<file path="config.mk">
export PLATFORM = sky130hd
export DESIGN_NAME = mem_port_arbiter_flat
export DESIGN_NICKNAME = d
export VERILOG_FILES = /design/src/rtl/mem_port_arbiter_if.sv /design/src/rtl/mem_port_arbiter.sv /design/src/flat_wrapper.sv
export SDC_FILE = /design/constraint.sdc
export NUM_CORES = 1
export LEC_CHECK = 0
export ABC_AREA = 1
export BUFFER_PORTS_ARGS = -buffer_cell sky130_fd_sc_hd__buf_4
export CAP_MARGIN = 10
export CELL_PAD_IN_SITES_DETAIL_PLACEMENT = 1
export CELL_PAD_IN_SITES_GLOBAL_PLACEMENT = 1
export CORE_AREA = 2 2 159 146
export DETAILED_ROUTE_END_ITERATION = 8
export DIE_AREA = 0 0 161 148
export PLACE_DENSITY = 0.72
export SLEW_MARGIN = 30
export SYNTH_ARGS = -nofsm -noshare
export SYNTH_HDL_FRONTEND = slang
export SYNTH_SLANG_ARGS = --single-unit
</file>
<file path="constraint.sdc">
create_clock -name i_CLK -period 4.9 [get_ports i_CLK]
set_input_delay 0.735 -clock i_CLK [delete_from_list [all_inputs] [get_ports i_CLK]]
set_output_delay 0.735 -clock i_CLK [all_outputs]
set_load 0.01 [all_outputs]
</file>
<file path="src/rtl/mem_port_arbiter_if.sv">
// Request/response bundle between fetch, load/store, the port arbiter and the memory interconnect.
interface mem_port_arbiter_if;
  logic        i_I_REQ;
  logic [31:0] i_I_ADDR;
  logic        o_I_ACK;
  logic [31:0] o_I_DATA;
  logic        o_I_ERR;
  logic        i_D_REQ;
  logic        i_D_WE;
  logic [31:0] i_D_ADDR;
  logic [31:0] i_D_WDATA;
  logic [3:0]  i_D_BE;
  logic        o_D_ACK;
  logic [31:0] o_D_RDATA;
  logic        o_D_ERR;
  logic        o_M_REQ;
  logic        o_M_WE;
  logic [31:0] o_M_ADDR;
  logic [31:0] o_M_WDATA;
  logic [3:0]  o_M_BE;
  logic        i_M_ACK;
  logic [31:0] i_M_RDATA;

  modport slave (
    input  i_I_REQ, i_I_ADDR, i_D_REQ, i_D_WE, i_D_ADDR, i_D_WDATA, i_D_BE, i_M_ACK, i_M_RDATA,
    output o_I_ACK, o_I_DATA, o_I_ERR, o_D_ACK, o_D_RDATA, o_D_ERR,
           o_M_REQ, o_M_WE, o_M_ADDR, o_M_WDATA, o_M_BE
  );

  modport master (
    output i_I_REQ, i_I_ADDR, i_D_REQ, i_D_WE, i_D_ADDR, i_D_WDATA, i_D_BE, i_M_ACK, i_M_RDATA,
    input  o_I_ACK, o_I_DATA, o_I_ERR, o_D_ACK, o_D_RDATA, o_D_ERR,
           o_M_REQ, o_M_WE, o_M_ADDR, o_M_WDATA, o_M_BE
  );
endinterface

</file>
<file path="src/rtl/mem_port_arbiter.sv">
// Fetch/data arbiter for the single memory port: request->o_M_REQ in 1 cycle, ACK 1 cycle after i_M_ACK,
// one transaction in flight; requesters hold REQ until ACK, the watchdog aborts a stalled memory with ERR.
module mem_port_arbiter #(
  parameter int MAX_DSTREAK = 4,
  parameter int TIMEOUT_CYC = 255
) (
  input  logic              i_CLK,
  input  logic              i_RST,
  mem_port_arbiter_if.slave io_bus
);

  localparam logic [3:0] STREAK_MAX = 4'(MAX_DSTREAK);
  localparam logic [7:0] TMO_LAST   = (TIMEOUT_CYC == 0) ? 8'd0 : 8'(TIMEOUT_CYC - 1);
  localparam bit         TMO_EN     = (TIMEOUT_CYC != 0);

  typedef enum logic [1:0] {IDLE, BUSY, RESP} state_t;

  state_t      r_state;
  state_t      w_state_nxt;
  logic        r_owner;
  logic [3:0]  r_streak;
  logic [7:0]  r_tmo;
  logic        r_m_req;
  logic        r_m_we;
  logic [31:0] r_m_addr;
  logic [31:0] r_m_wdata;
  logic [3:0]  r_m_be;
  logic        r_i_ack;
  logic        r_i_err;
  logic [31:0] r_i_data;
  logic        r_d_ack;
  logic        r_d_err;
  logic [31:0] r_d_rdata;
  logic        w_grant;
  logic        w_grant_d;
  logic        w_end;
  logic        w_ok;

  always_comb begin
    w_state_nxt = r_state;
    w_grant     = 1'b0;
    w_grant_d   = 1'b0;
    w_end       = 1'b0;
    w_ok        = 1'b0;
    case (r_state)
      IDLE: begin
        if (io_bus.i_I_REQ || io_bus.i_D_REQ) begin
          w_grant     = 1'b1;
          // Data has priority until it has won MAX_DSTREAK times in a row over a waiting fetch.
          w_grant_d   = io_bus.i_D_REQ && !(io_bus.i_I_REQ && (r_streak == STREAK_MAX));
          w_state_nxt = BUSY;
        end
      end
      BUSY: begin
        if (io_bus.i_M_ACK) begin
          w_end       = 1'b1;
          w_ok        = 1'b1;
          w_state_nxt = RESP;
        end else if (TMO_EN && (r_tmo == TMO_LAST)) begin
          w_end       = 1'b1;
          w_state_nxt = RESP;
        end
      end
      RESP:    w_state_nxt = IDLE;
      default: w_state_nxt = IDLE;
    endcase
  end

  always_ff @(posedge i_CLK or posedge i_RST) begin
    if (i_RST) begin
      r_state <= IDLE;
    end else begin
      r_state <= w_state_nxt;
    end
  end

  always_ff @(posedge i_CLK or posedge i_RST) begin
    if (i_RST) begin
      r_owner   <= 1'b0;
      r_streak  <= 4'd0;
      r_tmo     <= 8'd0;
      r_m_req   <= 1'b0;
      r_m_we    <= 1'b0;
      r_m_addr  <= 32'd0;
      r_m_wdata <= 32'd0;
      r_m_be    <= 4'd0;
      r_i_ack   <= 1'b0;
      r_i_err   <= 1'b0;
      r_i_data  <= 32'd0;
      r_d_ack   <= 1'b0;
      r_d_err   <= 1'b0;
      r_d_rdata <= 32'd0;
    end else begin
      if (r_state == RESP) begin
        r_i_ack <= 1'b0;
        r_d_ack <= 1'b0;
      end
      if (r_state == BUSY) begin
        r_tmo <= r_tmo + 8'd1;
      end
      if (w_grant) begin
        r_owner <= w_grant_d;
        r_m_req <= 1'b1;
        r_tmo   <= 8'd0;
        if (w_grant_d) begin
          r_m_we    <= io_bus.i_D_WE;
          r_m_addr  <= io_bus.i_D_ADDR;
          r_m_wdata <= io_bus.i_D_WDATA;
          r_m_be    <= io_bus.i_D_BE;
          if (!io_bus.i_I_REQ) begin
            r_streak <= 4'd0;
          end else if (r_streak != STREAK_MAX) begin
            r_streak <= r_streak + 4'd1;
          end
        end else begin
          r_m_we    <= 1'b0;
          r_m_addr  <= io_bus.i_I_ADDR;
          r_m_wdata <= 32'd0;
          r_m_be    <= 4'hF;
          r_streak  <= 4'd0;
        end
      end
      if (w_end) begin
        r_m_req <= 1'b0;
        if (r_owner) begin
          r_d_ack   <= 1'b1;
          r_d_err   <= !w_ok;
          r_d_rdata <= w_ok ? io_bus.i_M_RDATA : 32'd0;
        end else begin
          r_i_ack  <= 1'b1;
          r_i_err  <= !w_ok;
          r_i_data <= w_ok ? io_bus.i_M_RDATA : 32'd0;
        end
      end
    end
  end

  assign io_bus.o_M_REQ   = r_m_req;
  assign io_bus.o_M_WE    = r_m_we;
  assign io_bus.o_M_ADDR  = r_m_addr;
  assign io_bus.o_M_WDATA = r_m_wdata;
  assign io_bus.o_M_BE    = r_m_be;
  assign io_bus.o_I_ACK   = r_i_ack;
  assign io_bus.o_I_ERR   = r_i_err;
  assign io_bus.o_I_DATA  = r_i_data;
  assign io_bus.o_D_ACK   = r_d_ack;
  assign io_bus.o_D_ERR   = r_d_err;
  assign io_bus.o_D_RDATA = r_d_rdata;

endmodule

</file>
<file path="src/flat_wrapper.sv">
// flat-port wrapper written by rule: the top's interface ports become plain ports
module mem_port_arbiter_flat 
#(
  parameter int MAX_DSTREAK = 4,
  parameter int TIMEOUT_CYC = 255
)
  (i_CLK, i_RST, io_bus_i_I_REQ, io_bus_i_I_ADDR, io_bus_i_D_REQ, io_bus_i_D_WE, io_bus_i_D_ADDR, io_bus_i_D_WDATA, io_bus_i_D_BE, io_bus_i_M_ACK, io_bus_i_M_RDATA, io_bus_o_I_ACK, io_bus_o_I_DATA, io_bus_o_I_ERR, io_bus_o_D_ACK, io_bus_o_D_RDATA, io_bus_o_D_ERR, io_bus_o_M_REQ, io_bus_o_M_WE, io_bus_o_M_ADDR, io_bus_o_M_WDATA, io_bus_o_M_BE);
  mem_port_arbiter_if io_bus_i ();
  input  logic i_CLK;
  input  logic i_RST;
  input wire logic [$bits(io_bus_i.i_I_REQ)-1:0] io_bus_i_I_REQ;
  input wire logic [$bits(io_bus_i.i_I_ADDR)-1:0] io_bus_i_I_ADDR;
  input wire logic [$bits(io_bus_i.i_D_REQ)-1:0] io_bus_i_D_REQ;
  input wire logic [$bits(io_bus_i.i_D_WE)-1:0] io_bus_i_D_WE;
  input wire logic [$bits(io_bus_i.i_D_ADDR)-1:0] io_bus_i_D_ADDR;
  input wire logic [$bits(io_bus_i.i_D_WDATA)-1:0] io_bus_i_D_WDATA;
  input wire logic [$bits(io_bus_i.i_D_BE)-1:0] io_bus_i_D_BE;
  input wire logic [$bits(io_bus_i.i_M_ACK)-1:0] io_bus_i_M_ACK;
  input wire logic [$bits(io_bus_i.i_M_RDATA)-1:0] io_bus_i_M_RDATA;
  output wire logic [$bits(io_bus_i.o_I_ACK)-1:0] io_bus_o_I_ACK;
  output wire logic [$bits(io_bus_i.o_I_DATA)-1:0] io_bus_o_I_DATA;
  output wire logic [$bits(io_bus_i.o_I_ERR)-1:0] io_bus_o_I_ERR;
  output wire logic [$bits(io_bus_i.o_D_ACK)-1:0] io_bus_o_D_ACK;
  output wire logic [$bits(io_bus_i.o_D_RDATA)-1:0] io_bus_o_D_RDATA;
  output wire logic [$bits(io_bus_i.o_D_ERR)-1:0] io_bus_o_D_ERR;
  output wire logic [$bits(io_bus_i.o_M_REQ)-1:0] io_bus_o_M_REQ;
  output wire logic [$bits(io_bus_i.o_M_WE)-1:0] io_bus_o_M_WE;
  output wire logic [$bits(io_bus_i.o_M_ADDR)-1:0] io_bus_o_M_ADDR;
  output wire logic [$bits(io_bus_i.o_M_WDATA)-1:0] io_bus_o_M_WDATA;
  output wire logic [$bits(io_bus_i.o_M_BE)-1:0] io_bus_o_M_BE;
  assign io_bus_i.i_I_REQ = io_bus_i_I_REQ;
  assign io_bus_i.i_I_ADDR = io_bus_i_I_ADDR;
  assign io_bus_i.i_D_REQ = io_bus_i_D_REQ;
  assign io_bus_i.i_D_WE = io_bus_i_D_WE;
  assign io_bus_i.i_D_ADDR = io_bus_i_D_ADDR;
  assign io_bus_i.i_D_WDATA = io_bus_i_D_WDATA;
  assign io_bus_i.i_D_BE = io_bus_i_D_BE;
  assign io_bus_i.i_M_ACK = io_bus_i_M_ACK;
  assign io_bus_i.i_M_RDATA = io_bus_i_M_RDATA;
  assign io_bus_o_I_ACK = io_bus_i.o_I_ACK;
  assign io_bus_o_I_DATA = io_bus_i.o_I_DATA;
  assign io_bus_o_I_ERR = io_bus_i.o_I_ERR;
  assign io_bus_o_D_ACK = io_bus_i.o_D_ACK;
  assign io_bus_o_D_RDATA = io_bus_i.o_D_RDATA;
  assign io_bus_o_D_ERR = io_bus_i.o_D_ERR;
  assign io_bus_o_M_REQ = io_bus_i.o_M_REQ;
  assign io_bus_o_M_WE = io_bus_i.o_M_WE;
  assign io_bus_o_M_ADDR = io_bus_i.o_M_ADDR;
  assign io_bus_o_M_WDATA = io_bus_i.o_M_WDATA;
  assign io_bus_o_M_BE = io_bus_i.o_M_BE;
  mem_port_arbiter #(.MAX_DSTREAK(MAX_DSTREAK), .TIMEOUT_CYC(TIMEOUT_CYC)) u_core (.i_CLK(i_CLK), .i_RST(i_RST), .io_bus(io_bus_i));
endmodule
</file>
# After elaboration in Yosys (flattened, before gate mapping)
# Cells that the tools add are included.
[op_classes] n_reduce_logical=12 add_sub_neg=2 eq_ne=8 muxes=31 bitwise=1
[ops] operator="$mux 32" count=3
[ops] operator="$mux 1" count=18
[ops] operator="$mux 4" count=4
[ops] operator="$mux 8" count=2
[ops] operator="$add 8x1->8 const B" count=1
[ops] operator="$eq 8x8->1 const B" count=1
[ops] operator="$reduce_and 2->1" count=4
[ops] operator="$mux 2" count=3
[ops] operator="$add 4x1->4 const B" count=1
[ops] operator="$eq 4x3->1 const B" count=1
[ops] operator="$ne 4x3->1 const B" count=1
[ops] operator="$pmux 2 s2" count=1
[ops] operator="$reduce_bool 2->1" count=2
[ops] operator="$ne 3x2->1 const B" count=1
[ops] operator="$ne 3x3->1 const B" count=1
[ops] operator="$eq 2x1->1 const B" count=1
[ops] operator="$eq 2x2->1 const B" count=1
[ops] operator="$logic_and 1x1->1" count=2
[ops] operator="$logic_not 1->1" count=2
[ops] operator="$logic_not 2->1" count=1
[ops] operator="$ne 2x1->1 const B" count=1
[ops] operator="$logic_or 1x1->1" count=1
[ops] operator="$not 1->1" count=1
[totals] elab_cells=69 input_bits=138 register_bits=153

# Logic depth before layout (Yosys ltp)
[logic_depth] depth_word=8 mapped_depth=10 depth_no_buf=9

# Least setup slack after synthesis
# OpenSTA, ideal clock, no wires.
[synth_timing] path_kind="input -> register" startpoint="in io_bus_i_I_REQ" endpoint="reg u_core.r_m_wdata[10], in the netlist u_core.io_bus.o_M_WDATA[10]" n_path_buf=2 arrival_time_ns=1.487 stages=7 setup_slack_ns=3.296 path_cell_list="inv_1 > a21oi_4 > inv_2 > buf_2 > buf_2 > nand2_1 > nand2_1"
[synth_between] elab_chain_cells=6 elab_cells_between_ends=9
[synth_rtl] item="start: declaration" line_no="flat_wrapper.sv:11" rtl="input wire logic [$bits(io_bus_i.i_I_REQ)-1:0] io_bus_i_I_REQ;"
[synth_rtl] item="$logic_and 1x1->1" line_no="mem_port_arbiter.sv:50" rtl="w_grant_d = io_bus.i_D_REQ && !(io_bus.i_I_REQ && (r_streak == STREAK_MAX));"
[synth_rtl] item="$logic_not 1->1" line_no="mem_port_arbiter.sv:50"
[synth_rtl] item="$logic_and 1x1->1" line_no="mem_port_arbiter.sv:50"
[synth_rtl] item="$mux 1" line_no="mem_port_arbiter.sv:47" rtl="if (io_bus.i_I_REQ || io_bus.i_D_REQ) begin"
[synth_rtl] item="$mux 1" line_no="mem_port_arbiter.sv:45" rtl="case (r_state)"
[synth_rtl] item="$mux 32" line_no="mem_port_arbiter.sv:105" rtl="if (w_grant_d) begin"
[synth_rtl] item="end signal: assignment" line_no="mem_port_arbiter.sv:108" rtl="r_m_wdata <= io_bus.i_D_WDATA;"
[synth_rtl] item="end: declaration" line_no="mem_port_arbiter.sv:26" rtl="logic [31:0] r_m_wdata;"
# Parallel ways exist; a longest one is shown, timed or not.
# A chain may end at the register's enable or synchronous reset.

# Final worst setup path
[layout_timing] startpoint="in io_bus_i_M_ACK" endpoint="reg u_core.r_i_data[14], in the netlist u_core.io_bus.o_I_DATA[14]"
[layout_between] elab_chain_cells=3 elab_cells_between_ends=6
[layout_rtl] item="start: declaration" line_no="flat_wrapper.sv:18" rtl="input wire logic [$bits(io_bus_i.i_M_ACK)-1:0] io_bus_i_M_ACK;"
[layout_rtl] item="$mux 1" line_no="mem_port_arbiter.sv:55" rtl="if (io_bus.i_M_ACK) begin"
[layout_rtl] item="$mux 1" line_no="mem_port_arbiter.sv:45"
[layout_rtl] item="$mux 32 or $reduce_and 2->1 (tied branches)"
[layout_rtl] item="end signal: assignment" line_no="mem_port_arbiter.sv:132" rtl="r_i_data <= w_ok ? io_bus.i_M_RDATA : 32'd0;"
[layout_rtl] item="end: declaration" line_no="mem_port_arbiter.sv:30" rtl="logic [31:0] r_i_data;"
# Parallel ways exist; a longest one is shown, timed or not.

==> flow_metrics.env <==
export IMPL_outcome="complete, no violations"
export IMPL_synth_seq_cells=153
export IMPL_setup_viol=0
export IMPL_clock_skew_ns=0.01429
export IMPL_ir_drop_uv=259.0
export IMPL_cts_buffers=17
export IMPL_die_area_um2=23830
export IMPL_hold_viol=0
export IMPL_fp_dieW_um=161
export IMPL_worstReg2RegStart="u_core.r_state[0]"
export IMPL_firstDrtPassIters=4
export IMPL_fin_nets=1195
export IMPL_antenna_cells=0
export IMPL_clkTransAtPathRegs_ns=0.06
export IMPL_final_min_clock_period_ns=2.323
export IMPL_critPathCapture="u_core.io_bus.o_I_DATA[14]"
export IMPL_coreArea_um2=22120
export IMPL_die_y_um=148
export IMPL_grt_usage=0.1925
export IMPL_drt_iter0_markers=430
export IMPL_leakagePower_nw=5.228
export IMPL_io_pins=276
export IMPL_synth_area_um2=6779
export IMPL_grt_pass1_vias=6513
export IMPL_crit_type="in2reg"
export IMPL_fin_tns_setup_ns=0
export IMPL_vias_per_cell=4.709
export IMPL_grt_overflow_total=0
export IMPL_slew_headroom=0.4442
export IMPL_ff2ff_path_depth=8
export IMPL_cts_resized=0
export IMPL_synth_area_per_cell_um2=8.411
export IMPL_max_cap_violations=0
export IMPL_startpoint="io_bus_i_M_ACK"
export IMPL_post_cts_buffers=0
export IMPL_r2r_end="u_core.io_bus.o_M_ADDR[29]"
export IMPL_powerDensity_nw_per_um2=621.6
export IMPL_htree_levels=4
export IMPL_place_gp_congestion=0.7639
export IMPL_rsz0062_at_grt="false"
export IMPL_area_delta_synth_final_pct=40.77
export IMPL_cp_start_kind="input pin"
export IMPL_initial_utilization=0.3064
export IMPL_hold_buffers=0
export IMPL_synth_cell_type_count=24
export IMPL_port_buffers=275
export IMPL_worstSkewPairLatency_ns=0.42
export IMPL_cts_sinks=153
export IMPL_grt_start_max_net_pins=103
export IMPL_fin_crit_sh=0.4740
export IMPL_dp_hpwl_um=15480
export IMPL_nFillCells=2696
export IMPL_end_kind="flip-flop"
export IMPL_synth_nets=948
export IMPL_cp_data_arrival_time_ns=2.63
export IMPL_fin_cells=1363
export IMPL_wl_um=22630
export IMPL_power_mw=5.932
export IMPL_ant_nets=0
export IMPL_dp_cells=1331
export IMPL_tightest_slew_ns=0.8337
export IMPL_yosysSeqAreaShare=0.5648
export IMPL_final_max_slew_violation_count=0
export IMPL_cts_tree="built"
export IMPL_vias=6418
export IMPL_routedWlPerCell_um=16.60
export IMPL_antenna_found_initial=0
export IMPL_fmax_mhz=430.6
export IMPL_route_detailed_drc=0
export IMPL_min_path_type="in2async"
export IMPL_fp_row_count=52
export IMPL_yosysWarnings=0
export IMPL_cts_path_max_buffers=2
export IMPL_ctsRootBufferMaster="clkbuf_16"
export IMPL_final_layout_size_suffix_gt1_frac=0.3077
export IMPL_reg2reg_slack_ns=2.69
export IMPL_critPathRequiredTime_ns=5.21
export IMPL_grt_pass1_wl_um=36220
export IMPL_syn_inst=806
export IMPL_critPathMaxFanout=65
-- kinds of logic after synthesis --
| kind of cell | count (synthesis) | share of synthesized area |
|---|---|---|
| simple gates | 541 | 0.3411 |
| xor+xnor | 2 | 0.002584 |
| fa+ha+maj | 4 | 0.007383 |
| flops | 153 | 0.5648 |
| compound gates | 25 | 0.02122 |
| buf+inv | 81 | 0.06294 |
-- worst min-delay path by stage --
stage / depth (start not counted) / endpoint / startpoint / slack [ns]
finish: 2 / u_core.io_bus.o_D_RDATA[18] / i_RST / 0.42
global route: 2 / u_core.io_bus.o_D_RDATA[19] / i_RST / 0.48
CTS: 2 / u_core.io_bus.o_D_RDATA[25] / u_core.io_bus.o_D_RDATA[25] / 0.48
detailed placement: 2 / u_core.io_bus.o_M_WDATA[3] / u_core.io_bus.o_M_WDATA[3] / 0.46
global placement: 2 / u_core.io_bus.o_I_DATA[23] / u_core.io_bus.o_I_DATA[23] / 0.45
floorplan: 2 / u_core.r_tmo[7] / u_core.r_tmo[7] / 0.47
-- worst max-delay path, cell delays in order --
cell,delay [ns]
buf_4,0.53
inv_1,0.20
nand2_2,0.16
nand3_2,0.62
nand2_1,0.26
nand2_1,0.07
-- flip-flops by register name (all words and copies together) (netlist names), 2 cells and up --
| signal | flops |
|---|---|
| u_core.io_bus.o_I_DATA | 32 |
| u_core.io_bus.o_D_RDATA | 32 |
| u_core.io_bus.o_M_ADDR | 32 |
| u_core.io_bus.o_M_BE | 4 |
| u_core.r_state | 2 |
| u_core.r_streak | 4 |
| u_core.io_bus.o_M_WDATA | 32 |
| u_core.r_tmo | 8 |
-- layer usage --
layer | share of wire | up-vias | track usage
met3 | 0.10 | 16 | 0.07464
met2 | 0.45 | 226 | 0.2964
met5 | 0 | - | 0
met4 | 0.012 | 0 | 0.05134
li1 | - | 3104 | -
met1 | 0.44 | 3072 | 0.2545
-- area by class of cell --
type / instances / area, um^2 / area share
well taps: 297 / 371.6 / 0.03894
clock inverters: 14 / 137.6 / 0.01442
multi-input cells: 572 / 2529 / 0.2650
clock buffers: 18 / 439.2 / 0.04602
repair buffers: 285 / 2140 / 0.2242
inverters: 24 / 97.59 / 0.01023
flip-flops and latches: 153 / 3829 / 0.4012
-- layout by cell type, fill, tap and decap left out, drive strengths merged --
master / synthesis / routed
nand4: 68 / 68
clkinv: 1 / 7
clkbuf: 20 / 18
buf: 37 / 285
a21oi: 4 / 4
o22ai: 4 / 4
nand2: 386 / 386
nand3: 72 / 72
dfrtp: 153 / 153
nor2: 12 / 12
nor3: 3 / 3
o21ai: 15 / 15
clkinvlp: 0 / 1
inv: 23 / 29
xor2: 2 / 2
ha: 4 / 4
bufinv: 0 / 1
a31oi: 2 / 2
-- Yosys cell counts (all sizes together) --
| library cell | n | share of area |
|---|---|---|
| nand2 | 386 | 0.21 |
| ha | 4 | 0.0074 |
| a21oi | 4 | 0.0046 |
| nor2 | 12 | 0.0070 |
| buf | 37 | 0.039 |
| clkbuf | 20 | 0.011 |
| xor2 | 2 | 0.0026 |
| dfrtp | 153 | 0.56 |
| o21ai | 15 | 0.011 |
| o22ai | 4 | 0.0037 |
| a31oi | 2 | 0.0018 |
| inv | 23 | 0.013 |
| nor3 | 3 | 0.0022 |
| clkinv | 1 | 0.00055 |
| nand4 | 68 | 0.063 |
| nand3 | 72 | 0.055 |
-- where the power goes --
group	total, mW	internal (mW)	switching, mW
clock	1.30	0.726	0.576
combinational	2.51	1.04	1.46
sequential	2.12	1.80	0.324
total	5.93	3.57	2.36
-- through the flow --
stage                     instance area, um^2  worst slack [ns]  utilization  hold slack, ns
after global placement                   8964             2.175       0.4052          0.4544
after CTS                                9540             2.588       0.4313          0.4755
final                                    9543             2.577       0.4314          0.4210
after floorplan                          6779           0.04355            -          0.4746
after detailed placement                 8964             2.140       0.4052          0.4593
after global routing                     9543             2.320       0.4314          0.4785
Note: power is estimated with default switching activity, not from simulation.
